==> src/rtl/sha256_pkg.sv <==
// Shared SHA-256 types, schedule constants and rotate/shift helpers used by the
// message-schedule expander and the sigma CFUs.
package sha256_pkg;

    typedef logic [31:0] word_t;

    localparam int SCHED_WIN  = 16;
    localparam int MAX_ROUNDS = 64;

    typedef enum logic {
        LOAD = 1'b0,
        EMIT = 1'b1
    } sched_state_t;

    function automatic word_t ror32(input word_t x, input int unsigned n);
        return (x >> n) | (x << (32 - n));
    endfunction

    function automatic word_t shr32(input word_t x, input int unsigned n);
        return x >> n;
    endfunction

endpackage

==> src/rtl/sha256_ssig.sv <==
// Combinational small-sigma function: SEL=0 gives ssig0, SEL=1 gives ssig1.
// The same block serves the sigma CFUs.
module sha256_ssig
    import sha256_pkg::*;
#(
    parameter int SEL = 0
) (
    input  word_t x_i,
    output word_t y_o
);

    generate
        if (SEL == 0) begin : g_ssig0
            assign y_o = ror32(x_i, 7) ^ ror32(x_i, 18) ^ shr32(x_i, 3);
        end else begin : g_ssig1
            assign y_o = ror32(x_i, 17) ^ ror32(x_i, 19) ^ shr32(x_i, 10);
        end
    endgenerate

endmodule

==> src/rtl/sha256_msg_sched.sv <==
// SHA-256 message-schedule expander: loads W[0..15], then emits W[0..ROUNDS-1].
// Build option SHA256_SCHED_PERF_EN adds a saturating output-stall counter.
//
// Handshake rule (both ports): a word moves on a rising edge where valid and
// ready are both high; a raised valid stays high, with data held, until it moves.
module sha256_msg_sched
    import sha256_pkg::*;
#(
    parameter int ROUNDS = MAX_ROUNDS
) (
    input  logic         clk,
    input  logic         rst,
    input  logic         flush,
    input  logic         in_valid,
    output logic         in_ready,
    input  logic [31:0]  in_data,
    output logic         out_valid,
    input  logic         out_ready,
    output logic [31:0]  out_data,
    output logic [5:0]   out_idx,
    output logic         done,
`ifdef SHA256_SCHED_PERF_EN
    output logic [15:0]  stall_cnt,
`endif
    output sched_state_t state_dbg
);

    localparam logic [5:0] LAST_IDX  = 6'(ROUNDS - 1);
    localparam logic [5:0] LOAD_LAST = 6'(SCHED_WIN - 1);

    sched_state_t state_q, state_d;
    word_t        win_q [SCHED_WIN];
    word_t        win_d [SCHED_WIN];
    logic [5:0]   cnt_q, cnt_d;
    logic         done_q, done_d;

    logic  in_fire, out_fire;
    word_t sig0_w, sig1_w, nxt_w;

    sha256_ssig #(.SEL(0)) u_ssig0 (.x_i(win_q[1]),  .y_o(sig0_w));
    sha256_ssig #(.SEL(1)) u_ssig1 (.x_i(win_q[14]), .y_o(sig1_w));

    // Window slot i holds W[t+i] while emitting W[t], so this is W[t+16].
    assign nxt_w = sig1_w + win_q[9] + sig0_w + win_q[0];

    assign in_fire  = in_valid  && (state_q == LOAD);
    assign out_fire = out_ready && (state_q == EMIT);

    always_ff @(posedge clk or negedge rst) begin
        if (!rst) begin
            state_q <= LOAD;
        end else begin
            state_q <= state_d;
        end
    end

    always_comb begin
        state_d = state_q;
        if (flush) begin
            state_d = LOAD;
        end else begin
            case (state_q)
                LOAD: if (in_fire && cnt_q == LOAD_LAST) state_d = EMIT;
                EMIT: if (out_fire && cnt_q == LAST_IDX) state_d = LOAD;
                default: state_d = LOAD;
            endcase
        end
    end

    always_comb begin
        in_ready  = 1'b0;
        out_valid = 1'b0;
        case (state_q)
            LOAD: in_ready  = 1'b1;
            EMIT: out_valid = 1'b1;
            default: begin
                in_ready  = 1'b0;
                out_valid = 1'b0;
            end
        endcase
    end

    // Flush leaves the window untouched; the next load overwrites all 16 slots.
    always_comb begin
        for (int i = 0; i < SCHED_WIN; i++) begin
            win_d[i] = win_q[i];
        end
        cnt_d  = cnt_q;
        done_d = 1'b0;
        if (flush) begin
            cnt_d = '0;
        end else if (in_fire) begin
            for (int i = 0; i < SCHED_WIN - 1; i++) begin
                win_d[i] = win_q[i + 1];
            end
            win_d[SCHED_WIN - 1] = in_data;
            cnt_d = (cnt_q == LOAD_LAST) ? 6'd0 : cnt_q + 6'd1;
        end else if (out_fire) begin
            for (int i = 0; i < SCHED_WIN - 1; i++) begin
                win_d[i] = win_q[i + 1];
            end
            win_d[SCHED_WIN - 1] = nxt_w;
            cnt_d  = (cnt_q == LAST_IDX) ? 6'd0 : cnt_q + 6'd1;
            done_d = (cnt_q == LAST_IDX);
        end
    end

    always_ff @(posedge clk or negedge rst) begin
        if (!rst) begin
            for (int i = 0; i < SCHED_WIN; i++) begin
                win_q[i] <= '0;
            end
            cnt_q  <= '0;
            done_q <= 1'b0;
        end else begin
            for (int i = 0; i < SCHED_WIN; i++) begin
                win_q[i] <= win_d[i];
            end
            cnt_q  <= cnt_d;
            done_q <= done_d;
        end
    end

    assign out_data  = win_q[0];
    assign out_idx   = cnt_q;
    assign done      = done_q;
    assign state_dbg = state_q;

`ifdef SHA256_SCHED_PERF_EN
    logic [15:0] stall_q, stall_d;

    // Runs across blocks; only reset or flush bring it back to zero.
    always_comb begin
        stall_d = stall_q;
        if (flush) begin
            stall_d = '0;
        end else if (state_q == EMIT && !out_ready && stall_q != 16'hFFFF) begin
            stall_d = stall_q + 16'd1;
        end
    end

    always_ff @(posedge clk or negedge rst) begin
        if (!rst) begin
            stall_q <= '0;
        end else begin
            stall_q <= stall_d;
        end
    end

    assign stall_cnt = stall_q;
`endif

endmodule

==> config.mk <==
export PLATFORM = sky130hd
export DESIGN_NAME = sha256_msg_sched
export DESIGN_NICKNAME = d
export VERILOG_FILES = /design/src/rtl/sha256_pkg.sv /design/src/rtl/sha256_ssig.sv /design/src/rtl/sha256_msg_sched.sv
export SDC_FILE = /design/constraint.sdc
export NUM_CORES = 1
export LEC_CHECK = 0
export CAP_MARGIN = 20
export CORE_UTILIZATION = 65
export CTS_CLUSTER_SIZE = 10
export DETAILED_ROUTE_END_ITERATION = 6
export GPL_ROUTABILITY_DRIVEN = 1
export GPL_TIMING_DRIVEN = 0
export PLACE_DENSITY = 0.84
export SKIP_LAST_GASP = 1
export SYNTH_ARGS = -nofsm -noshare
export SYNTH_HDL_FRONTEND = slang
export SYNTH_SLANG_ARGS = --single-unit
==> constraint.sdc <==
create_clock -name clk -period 10.75 [get_ports clk]
set_input_delay 1.6125 -clock clk [delete_from_list [all_inputs] [get_ports clk]]
set_output_delay 1.6125 -clock clk [all_outputs]
set_load 0.1 [all_outputs]
* After elaboration in Yosys (flattened, before gate mapping)
Cells that the tools add are included.
** Storage, ports and cells
- Input bits :: 37
- Logic and storage cells :: 58
- Register bits after elaboration :: 520
- Output and inout port bits :: 42
** Operators by class
- $add $sub $neg :: 4
- Equality and inequality tests :: 2
- Reductions and logical operators :: 7
- Bitwise logic cells :: 10
- Mux-type cells :: 16
** Operators with widths (count)
- 2-to-1 mux 512 bit :: 2
- adder 32 bit :: 3
- bitwise XOR 32 bit :: 2
- bitwise OR 13 x 32 -> 32 bit :: 1
- bitwise OR 14 x 32 -> 32 bit :: 1
- bitwise OR 15 x 32 -> 32 bit :: 1
- bitwise OR 25 x 32 -> 32 bit :: 1
- bitwise XOR 32 x 22 -> 32 bit :: 1
- bitwise XOR 32 x 29 -> 32 bit :: 1
- 2-to-1 mux 6 bit :: 5
- 2-to-1 mux 1 bit :: 8
- adder 6 x 1 -> 6 bit, second input constant :: 1
- == test 6 x 4 -> 1 bit, second input constant :: 1
- == test 6 bit, second input constant :: 1
- logical AND 1 bit :: 4
- nonzero test 3 bit :: 1
- NOT 1 bit :: 2
- one-hot mux 1 bit (2 select lines) :: 1
- AND reduction 2 bit :: 1
- nonzero test 2 bit :: 1

* Longest topological paths before layout
Gate-level depths: netlist of run 1.
- Depth after elaboration :: 8
- Depth in mapped cells :: 18
- Mapped depth without buffers :: 17

* Modules after synthesis
A second synthesis of run 1 with hierarchy kept.
** Unflattened totals
- Cells, all modules :: 2727
- Area total of the unflattened synthesis :: 24682.4 um^2
** By module, submodules not included
- sha256_msg_sched :: area an instance 23352.4 um^2, instances 1, cells each 2663, seq. area each 13012.5 um^2
- sha256_ssig at u_ssig0 :: area an instance 719.4 um^2, instances 1, cells each 32, seq. area each 0.0 um^2
- sha256_ssig at u_ssig1 :: area an instance 610.6 um^2, instances 1, cells each 32, seq. area each 0.0 um^2

* Least setup slack after synthesis of run 1
Ideal clock, no wire load.
- Path kind :: register to register
- Start point :: reg win_q[456] (netlist bit)
- End point :: reg win_q[25] (netlist bit)
- Cell stages (with the launch flop) :: 18
- Buffers on the path :: 1
- Data required time :: 10.614 ns
- Library setup time :: 0.136 ns
- Arrival :: 3.821 ns
- Path slack :: 6.793 ns
- Period minus slack after synthesis :: 3.957 ns
- Path through :: dfrtp_1 > clkbuf_1 > xor2_1 > xnor2_1 > fa_1 > fa_1 > inv_1 > ha_1 > inv_1 > fa_1 > and2b_2 > o2111ai_2 > a21oi_2 > o21ai_2 > or3_4 > o31ai_2 > xnor2_1 > a21oi_1
** On the way
- Cells in the longest elaborated chain, start to end :: 7
- Elaborated cells on any way between the ends :: 8
- Classes of those cells :: 2 x add/sub; 2 x mux; 4 x bitwise
** RTL lines
- start, declared :: line sha256_msg_sched.sv:32 : word_t win_q [SCHED_WIN];
- start signal, assigned by index :: line sha256_msg_sched.sv:117 : win_q[i] <= win_d[i];
- bitwise OR 25 x 32 -> 32 bit / bitwise OR 14 x 32 -> 32 bit (equally long branches) :: line sha256_pkg.sv:16 : return (x >> n) | (x << (32 - n));
- bitwise XOR 32 bit :: line sha256_ssig.sv:14 : assign y_o = ror32(x_i, 7) ^ ror32(x_i, 18) ^ shr32(x_i, 3);
- bitwise XOR 32 x 29 -> 32 bit (*) :: line sha256_ssig.sv:14
- adder 32 bit (*) (2 in series) :: line sha256_msg_sched.sv:44 : assign nxt_w = sig1_w + win_q[9] + sig0_w + win_q[0];
- 2-to-1 mux 512 bit (*) :: line sha256_msg_sched.sv:98 : end else if (out_fire) begin
- 2-to-1 mux 512 bit (*) :: line sha256_msg_sched.sv:92 : end else if (in_fire) begin
Every way passes the cells marked *; elsewhere a longest branch is shown, timed or not. The select of a mux whose other input is x is not followed.
A chain may end at the register's enable or synchronous reset.

* Worst setup path in the final report of run 1
- Start point :: reg win_q[454] (netlist bit)
- End point :: reg win_q[23] (netlist bit)
** On the way
- Cells in the longest elaborated chain, start to end :: 7
** RTL lines (line)
- bitwise OR 14 x 32 -> 32 bit :: sha256_pkg.sv:16
- bitwise XOR 32 bit :: sha256_ssig.sv:14
- bitwise XOR 32 x 29 -> 32 bit (*) :: sha256_ssig.sv:14
- adder 32 bit (*) (2 in series) :: sha256_msg_sched.sv:44
- 2-to-1 mux 512 bit (*) :: sha256_msg_sched.sv:98
- 2-to-1 mux 512 bit (*) :: sha256_msg_sched.sv:92
Marked as above.

==> impl_metrics.ini, run 1 <==
[outcome]
outcome = complete, no violations

[global_routing]
grt_pass1_wl_um = 108000
overflow = 0
grt_antenna_before_repair = 0
grt_pass1_vias = 19340
grt_util_all_layers = 0.3778
grt_max_degree = 129

[worst_setup_path]
r2r-end = win_q[23]
cp.required_ns = 11.22
critPathSlowestCell = fa_1
r2r_start = win_q[454]
r2r_cells = 15
reg2reg_slack_ns = 5.88
slowest_delay_ns = 0.57
startpoint_type = flip-flop
crit_fanout = 5
arrival_ns = 5.34
end_kind = flip-flop
crit_type = flip-flop to flip-flop
path_cells = clkbuf_1 > xor2_1 > xnor2_1 > fa_1 > fa_1 > inv_1 > ha_1 > and2b_2 > o2111ai_2 > nand2_1 > a221oi_2 > o22ai_1 > a21boi_0 > xor2_1 > a21oi_1

[power]
total_power_w = 0.009200
vdd_drop_max_mv = 0.3028
p_per_area_nw_per_um2 = 336.8
p_leak_nw = 14.31

[detailed_routing]
via_count = 19190
first_iter_violations = 1545
route.detailed.drc = 0
wire_per_inst_um = 20.37
firstDrtPassIters = 5
drt-total-wl_um = 68940
avgViaCountPerCell = 5.668
postRouteAntennaNets = 0

[clock_network]
cts_hold_repair.buffers = 0
cts_sinks = 520
cts_root_buf = clkbuf_16
cts_tree = yes
cts_buffers = 58
ctsLongestPathBuffers = 3
htree_levels = 2
clkTransAtPathRegs_ns = 0.05
cts_resized = 0
insertion_delay_ns = 0.63
cts_setup_buffers = 0

[timing]
min_period_ns = 4.869
finalSetupViolCount = 0
fmax_ghz = 0.2054
fin_skew_ns = 0.03272
tns_ns = 0
rsz0062_at_grt = no
tightestPinTransition_ns = 1.084
finalHoldViolCount = 0
fin_crit_sh = 0.4529
maxSlewHeadroom = 0.2775
drv_slew = 0

[die]
dieArea_um2 = 38180
fp.dieW_um = 195.4
die_y_um = 195.4
rows = 70
initial_utilization = 0.6625
pin_count = 79
coreArea_um2 = 36700

[min_path]
min_delay_worst_endpoint = win_q[168]
hp-class = flip-flop to flip-flop
worstHoldStart = win_q[136]
whs_path_depth = 2

[yosys]
synth.distinct_cells = 59
netlist_area_um2 = 24310
yosys.area.top_type = dfrtp_1
syn_area_per_cell_um2 = 8.783
synth-compound-area-share = 0.06227
synth-seq-cells = 520
synth_top_family_by_area = simple AND/OR/NAND/NOR gates
yosysSeqAreaShare = 0.5353
synth-xor-area-share = 0.05188
synth-simple-area-share = 0.2254
synth_warnings = 0
synth_ff_type = dfrtp_1
synth_area_leaders = dfrtp_1 54%, nand2_1 20%, fa_1 5.1%, xnor2_1 2.7%, o21ai_0 2.7%
synth_top_area_frac = 0.5353
synth-edff-count = 0
async_flop_share = 1.000
synthCells = 2768
synthMuxAreaShare = 0.0004632
synth-adder-area-share = 0.06752
syn-num-nets = 2899

[finish]
fin_util = 0.7443
drive_gt1_frac = 0.04457
diodes = 0
area_growth_pct = 12.36
fin_nets = 3041
nFillCells = 2560
instances_no_fill = 3385

[placement]
dp_cells = 3318
dp_hpwl_um = 50590
port_buffers = 78
place_congestion = 0.9937

[run]
max_cap_viol_count = 0
-- cell usage in the layout, fill, tap and decap left out, drive strengths merged, types with 3 or more instances in the layout --
| cell | n |
|---|---|
| nand2 | 1314 |
| dfrtp | 520 |
| clkbuf | 219 |
| o21ai | 133 |
| inv | 127 |
| clkdlybuf4s50 | 77 |
| xnor2 | 76 |
| xor2 | 68 |
| a21oi | 63 |
| fa | 62 |
| buf | 58 |
| nor2 | 38 |
| ha | 32 |
| and3 | 14 |
| a21o | 14 |
| nand3 | 13 |
| nor3 | 12 |
| a31oi | 10 |
| o211ai | 6 |
| or3 | 6 |
| a211oi | 5 |
| nand4 | 5 |
| nand2b | 4 |
| o21a | 4 |
| o31ai | 4 |
| o21bai | 3 |
| o22ai | 3 |
| nor2b | 3 |
-- sequential cells by signal, summed over array words and instances, names as in the netlist --
register / cells
out_data: 32
state_dbg: 1
out_idx: 6
win_q: 480
done: 1
-- cells in the mapped netlist, types with 4 or more instances --
| cell type | instances |
|---|---|
| buf_4 | 33 |
| clkbuf_1 | 154 |
| a31oi_1 | 9 |
| nand2b_1 | 4 |
| a21oi_1 | 62 |
| buf_2 | 14 |
| a211oi_1 | 5 |
| nor3_1 | 10 |
| nand3_1 | 13 |
| dfrtp_1 | 520 |
| and3_1 | 14 |
| inv_1 | 126 |
| o21ai_0 | 130 |
| o211ai_1 | 6 |
| xor2_1 | 68 |
| buf_1 | 6 |
| fa_1 | 62 |
| or3_1 | 5 |
| nand4_1 | 5 |
| nand2_1 | 1313 |
| o21a_1 | 4 |
| a21o_1 | 14 |
| ha_1 | 32 |
| xnor2_1 | 76 |
| nor2_1 | 37 |
-- how the worst max path moves through the flow --
| stage | start | to | cells past startpoint |
|---|---|---|---|
| floorplan | win_q[456] | win_q[25] | 17 |
| global placement | rst | win_q[144] | 1 |
| detailed placement | in_valid | out_data[2] | 7 |
| CTS | win_q[454] | win_q[23] | 15 |
| global route | win_q[453] | win_q[22] | 15 |
| finish | win_q[454] | win_q[23] | 15 |
-- layer usage --
metal / up-vias / part of all wire / global-route usage
li1: 8774 / - / -
met1: 9409 / 0.40 / 0.4983
met2: 790 / 0.47 / 0.6034
met3: 213 / 0.075 / 0.06321
met4: 0 / 0.059 / 0.2071
met5: - / 0 / 0
-- cells by family (layout without fill, tap and decap cells) --
family / after synthesis / count (layout)
fa+ha+maj: 94 / 94
flops: 520 / 520
mux: 1 / 1
simple gates: 1417 / 1417
xor+xnor: 144 / 144
compound gates: 259 / 259
buf+inv: 333 / 482
-- where the power goes --
group          internal, W  switching [W]  leakage [nW]  total, W
registers          0.00244       0.000344          6.92   0.00278
logic              0.00168        0.00303          6.64   0.00471
clock network     0.000969       0.000742         0.749   0.00171
-- stage by stage --
step | cell area, µm² | setup slack [ns] | hold WS, ns
final | 27310 | 5.881 | 0.4641
after CTS | 27310 | 5.950 | 0.4624
after detailed placement | 25790 | 5.944 | 0.4486
after global routing | 27310 | 5.676 | 0.4813
after global placement | 25680 | -13.74 | 0.4443
after floorplan | 24310 | 6.793 | 0.4334
-- critical path, delay by kind of cell, from the launching register on --
kind	cells	cell delay, ns
AOI/OAI and AO/OA	5	1.26
xor gates and xnor gates	3	0.78
adders and majority gates	3	1.45
buffers and inverters	2	0.47
DFF	1	0.33
and+or+nand+nor	2	0.44
-- final cells by class --
cell class	count	area [µm²]	area share
sequential	520	13010	0.4764
multi-input combinational	1915	9907	0.3627
clock buffer	65	1509	0.05524
buffer	207	918.4	0.03362
timing repair buffer	82	895.9	0.03280
tap	468	585.6	0.02144
inverter	126	473.0	0.01731
clock inverter	2	13.76	0.0005039
No activity file was read; power rests on OpenSTA's default activity.
==> run 2: changes to the inputs <==
--- a/config.mk
+++ b/config.mk
@@ -6,12 +6,12 @@
 export NUM_CORES = 1
 export LEC_CHECK = 0
 export CAP_MARGIN = 20
-export CORE_UTILIZATION = 65
+export CORE_UTILIZATION = 62
 export CTS_CLUSTER_SIZE = 10
 export DETAILED_ROUTE_END_ITERATION = 6
 export GPL_ROUTABILITY_DRIVEN = 1
 export GPL_TIMING_DRIVEN = 0
-export PLACE_DENSITY = 0.84
+export PLACE_DENSITY = 0.8
 export SKIP_LAST_GASP = 1
 export SYNTH_ARGS = -nofsm -noshare
 export SYNTH_HDL_FRONTEND = slang
==> constraint.sdc (replaced) <==
create_clock -name clk -period 4.8 [get_ports clk]
set_input_delay 0.72 -clock clk [delete_from_list [all_inputs] [get_ports clk]]
set_output_delay 0.72 -clock clk [all_outputs]
set_load 0.1 [all_outputs]
==> run 2 against run 1 <==
Wire length down 1.7%; setup slack worse by 5.7 ns; combinational power up 130%; cell area up 0.53%; count of clock-buffer cells in the layout stayed put; non-clock buffer count is 1 lower; first-iteration DRC count down 4.3%; fmax up 5.5%; worst hold slack worse by 0.42 ns; core utilization is 3.4 points lower; via count fell by 1.1%; sequential cell count unchanged; critical path type unchanged; critical endpoint is now win_q[28]; largest cell class unchanged.
==> impl_metrics.ini, run 2 (same netlist as run 1, synthesis figures left out) <==
[outcome]
outcome = complete, no violations

[placement]
dp_slack_ns = 0.1651
port_buffers = 78
dp_cells = 3368
place_area_um2 = 25850
dp_hpwl_um = 50050
place_congestion = 1.038

[worst_setup_path]
cp-endpoint = win_q[28]
path_cells = xor2_1 > xnor2_2 > fa_1 > fa_1 > inv_1 > ha_1 > a211oi_1 > o21bai_1 > o21ai_2 > o211ai_1 > o2111a_1 > a21oi_1 > nand3b_1 > mux2_2
crit_type = flip-flop to flip-flop
path_common_cell = fa_1
r2r_cells = 14
critPathLaunch = win_q[468]
arrival_ns = 5.14
end_kind = flip-flop
critPathSlowestCell = fa_1
startpoint_type = flip-flop
r2r_start = win_q[468]
crit_fanout = 5
r2r-end = win_q[28]
reg2reg_slack_ns = 0.18
cp.required_ns = 5.32
slowest_delay_ns = 0.65

[finish]
diodes = 0
largest_reg_flops = 480
drive_gt1_frac = 0.04760
top_register = win_q
seq_area_um2 = 13010
area_growth_pct = 12.95
nFillCells = 2902
design_area_um2 = 27460
multi_input_area_um2 = 9933
instances_no_fill = 3438
mostFrequentLayoutCells = 1313 x nand2_1, 520 x dfrtp_1, 156 x clkbuf_1
fin_nets = 3041
final_common_cell = nand2_1

[timing]
fin_ws_ns = 0.1848
fin_skew_ns = 0.02320
drv_slew = 0
fmax_ghz = 0.2167
finalSetupViolCount = 0
tightestPinTransition_ns = 1.153
min_period_ns = 4.615
finalHoldViolCount = 0
maxSlewHeadroom = 0.2313
fin_crit_sh = 0.9615
rsz0062_at_grt = no

[global_routing]
overflow = 0
grt_pass1_wl_um = 104600
grt_max_degree = 123
grt_util_all_layers = 0.3532
grt_antenna_before_repair = 1
grt_pass1_vias = 19000

[power]
p_int_w = 0.01146
p_leak_nw = 14.34
swShare = 0.4477
vdd_drop_max_mv = 0.5520
p_switching_w = 0.009287
total_power_w = 0.02075
p_seq_frac = 0.300
combPwrFrac = 0.512
clkPwrFrac = 0.188
p_per_area_nw_per_um2 = 755.5

[min_path]
hp-class = input pin to async pin

[clock_network]
insertion_delay_ns = 0.64
cts_tree = yes
cts_root_buf = clkbuf_16
htree_levels = 2
cts_sinks = 520
cts_hold_repair.buffers = 0
ctsLongestPathBuffers = 3
cts_buffers = 59
clkTransAtPathRegs_ns = 0.07

[die]
pin_count = 79
fp.dieW_um = 200.0
coreArea_um2 = 38650
dieArea_um2 = 40010
rows = 72
die_y_um = 200.0
initial_utilization = 0.6290

[detailed_routing]
route.detailed.drc = 0
wire_per_inst_um = 19.70
postRouteAntennaNets = 0
drt-total-wl_um = 67740
avgViaCountPerCell = 5.517
firstDrtPassIters = 7
via_count = 18970
first_iter_violations = 1479

[run]
max_cap_viol_count = 0
run 2: worst min-delay path by stage:
stage / start / to / slack, ns / cells past startpoint
after floorplan: rst / done / 0.42 / 0
after global placement: win_q[11] / win_q[43] / 0.45 / 2
after detailed placement: win_q[313] / win_q[345] / 0.45 / 2
after CTS: rst / win_q[383] / 0.07 / 1
after global routing: rst / win_q[383] / 0.09 / 1
final: rst / win_q[383] / 0.05 / 1
run 2: what timing repair did:
action,CTS,global route
endpoints found under the setup margin,0,14
buffers inserted,0,2
resized for setup,0,4
run 2: stage by stage:
step / hold slack, ns / TNS [ns] / util
CTS: 0.06912 / 0 / 0.7098
finish: 0.04504 / 0 / 0.7105
global placement: 0.4456 / -9795.16 / 0.6660
detailed placement: 0.4504 / 0 / 0.6690
global route: 0.09194 / 0 / 0.7105
floorplan: 0.4244 / 0 / -
run 2: worst max-delay path: cells and delay by family, from the launching register on:
| kind | cells | cell delay, ns |
|---|---|---|
| AOI/OAI and AO/OA | 6 | 1.53 |
| muxes | 1 | 0.28 |
| adders and majority gates | 3 | 1.48 |
| xor gates and xnor gates | 2 | 0.43 |
| buffers and inverters | 1 | 0.06 |
| DFF | 1 | 0.57 |
| and+or+nand+nor | 1 | 0.14 |
run 2: power by group through the flow:
stage | clock network [W] | registers (W) | logic, W
CTS | 0.00393 | 0.00619 | 0.0104
detailed placement | 0 | 0.00624 | 0.0102
global placement | 0 | 0.00623 | 0.0100
finish | 0.00390 | 0.00623 | 0.0106
global route | 0.00410 | 0.00632 | 0.0116
floorplan | 0 | 0.00595 | 0.00752
run 2: per-layer routing:
layer  global-route usage  up-vias  share of wire
li1                     -     8764              -
met1               0.4565     9276           0.40
met2               0.5615      736           0.46
met3              0.07040      190          0.078
met4               0.1996        0          0.062
met5                    0        -              0
run 2: final cells by class:
| type | instances | area share |
|---|---|---|
| timing repair buffer | 84 | 0.03317 |
| inverter | 126 | 0.01722 |
| clock buffer | 65 | 0.05495 |
| tap | 518 | 0.02360 |
| buffer | 204 | 0.03303 |
| clock inverter | 6 | 0.002415 |
| sequential | 520 | 0.4739 |
| multi-input combinational | 1915 | 0.3617 |
==> run 3: changes to the inputs <==
--- a/config.mk
+++ b/config.mk
@@ -7,6 +7,7 @@
 export LEC_CHECK = 0
 export CAP_MARGIN = 20
 export CORE_UTILIZATION = 62
+export CTS_BUF_LIST = sky130_fd_sc_hd__clkbuf_16
 export CTS_CLUSTER_SIZE = 10
 export DETAILED_ROUTE_END_ITERATION = 6
 export GPL_ROUTABILITY_DRIVEN = 1
==> run 3 against run 2 <==
Sequential cell count stayed put; via count decreased by 0.14%; core utilization about the same; clock power about the same; highest routed layer unchanged.
==> impl_metrics.ini, run 3 (same netlist as run 1, synthesis figures left out) <==
[placement]
place_congestion = 1.038
dp_hpwl_um = 50050
port_buffers = 78

[clock_network]
clkTransAtPathRegs_ns = 0.06
insertion_delay_ns = 0.64
cts_root_buf = clkbuf_16
cts_sinks = 520
htree_levels = 2
cts_tree = yes
cts_hold_repair.buffers = 0
ctsLongestPathBuffers = 3
cts_buffers = 59

[worst_setup_path]
arrival_ns = 5.12
reg2reg_slack_ns = 0.15
r2r_cells = 16
cp.required_ns = 5.28
startpoint_type = flip-flop
path_cells = xor2_1 > xnor2_1 > fa_1 > fa_1 > inv_1 > ha_1 > inv_1 > fa_1 > and2b_2 > o2111ai_2 > nand2_1 > a221oi_2 > o22ai_1 > nor2_1 > xor2_1 > o21ai_0
end_kind = flip-flop
crit_fanout = 5
crit_type = flip-flop to flip-flop
path_buf_inv = 2
path_delay_family = adder cells
r2r-end = win_q[19]
slowest_delay_ns = 0.56
critPathSlowestCell = dfrtp_1
r2r_start = win_q[467]
path_common_cell = fa_1

[power]
vdd_drop_max_mv = 0.5509
p_leak_nw = 14.36
total_power_w = 0.02071
p_per_area_nw_per_um2 = 754.6

[finish]
final_common_cell = nand2_1
diodes = 0
drive_gt1_frac = 0.04726
area_growth_pct = 12.91
top_register = win_q
fin_nets = 3041
largest_reg_flops = 480
mostFrequentLayoutCells = 1313 x nand2_1, 520 x dfrtp_1, 151 x clkbuf_1

[timing]
min_period_ns = 4.646
rsz0062_at_grt = no
fin_skew_ns = 0.02307
drv_slew = 0
finalSetupViolCount = 0
tightestPinTransition_ns = 1.169
fin_crit_sh = 0.9679
maxSlewHeadroom = 0.2209
fmax_ghz = 0.2152
tns_ns = 0
finalHoldViolCount = 0
whs_ns = 0.04537

[die]
coreArea_um2 = 38650
dieArea_um2 = 40010
pin_count = 79
fp.dieW_um = 200.0
initial_utilization = 0.6290
die_y_um = 200.0
rows = 72

[detailed_routing]
via_count = 18940
avgViaCountPerCell = 5.509
postRouteAntennaNets = 0
first_iter_violations = 1585
firstDrtPassIters = 6
drt-total-wl_um = 67840
route.detailed.drc = 0
wire_per_inst_um = 19.73

[global_routing]
grt_antenna_before_repair = 1
overflow = 0
grt_util_all_layers = 0.3532
grt_max_degree = 123
grt_pass1_wl_um = 104600
grt_pass1_vias = 19000

[min_path]
hp-class = input pin to async pin

[run]
max_cap_viol_count = 0

[outcome]
outcome = complete, no violations
run 3: cell count changes in the layout (fill, tap and decap cells not counted):
cell,before,now
inv_1,126,131
clkinv_1,0,1
clkbuf_1,156,151
clkbuf_8,1,0
run 3: per-stage QoR:
stage	utilization	std cells	worst slack, ns	area [µm²]
finish	0.7103	3438	0.1539	27450
global route	0.7103	3438	0.03029	27450
CTS	0.7095	3439	0.04452	27420
detailed placement	0.6690	3368	0.1651	25850
global placement	0.6660	3364	-18.94	25740
floorplan	-	2768	0.8431	24310
run 3: how the worst max path moves through the flow:
| stage | startpoint | to | slack, ns | depth (start not counted) |
|---|---|---|---|---|
| 3_5_place_dp | win_q[456] | win_q[23] | 0.17 | 17 |
| 6_report | win_q[467] | win_q[19] | 0.15 | 16 |
| 3_3_place_gp | rst | win_q[103] | -18.94 | 1 |
| 4_1_cts | win_q[453] | win_q[22] | 0.04 | 15 |
| 5_1_grt | win_q[467] | win_q[19] | 0.03 | 16 |
| 2_1_floorplan | win_q[456] | win_q[25] | 0.84 | 17 |
run 3: power by group:
part	leakage (nW)	internal (W)	switching (W)
logic	6.66	0.00381	0.00680
clock network	0.788	0.00217	0.00171
registers	6.92	0.00545	0.000772
run 3: layer usage:
| metal | vias up | global-route usage | part of all wire |
|---|---|---|---|
| met3 | 198 | 0.06956 | 0.077 |
| met4 | 0 | 0.1996 | 0.062 |
| li1 | 8763 | - | - |
| met1 | 9244 | 0.4572 | 0.40 |
| met5 | - | 0 | 0 |
| met2 | 734 | 0.5612 | 0.46 |
run 3: layout make-up:
type / instances / area, µm²
inverter: 126 / 473.0
multi-input combinational: 1915 / 9933
sequential: 520 / 13010
clock inverter: 12 / 88.84
clock buffer: 59 / 1476
tap: 518 / 648.1
timing repair buffer: 84 / 910.9
buffer: 204 / 907.1
fill: 2906 / 11200
run 3: worst register-to-register path, cell delays in order (launching register included):
cell       delay, ns
dfrtp_1         0.56
xor2_1          0.24
xnor2_1         0.17
fa_1            0.50
fa_1            0.56
inv_1           0.08
ha_1            0.25
inv_1           0.08
fa_1            0.17
and2b_2         0.24
o2111ai_2       0.22
nand2_1         0.17
a221oi_2        0.38
o22ai_1         0.25
nor2_1          0.17
xor2_1          0.32
o21ai_0         0.13
run 3: repair_timing:
action / in CTS / in global routing
resized for setup: 0 / 4
endpoints found under the setup margin: 0 / 14
setup buffers: 0 / 2
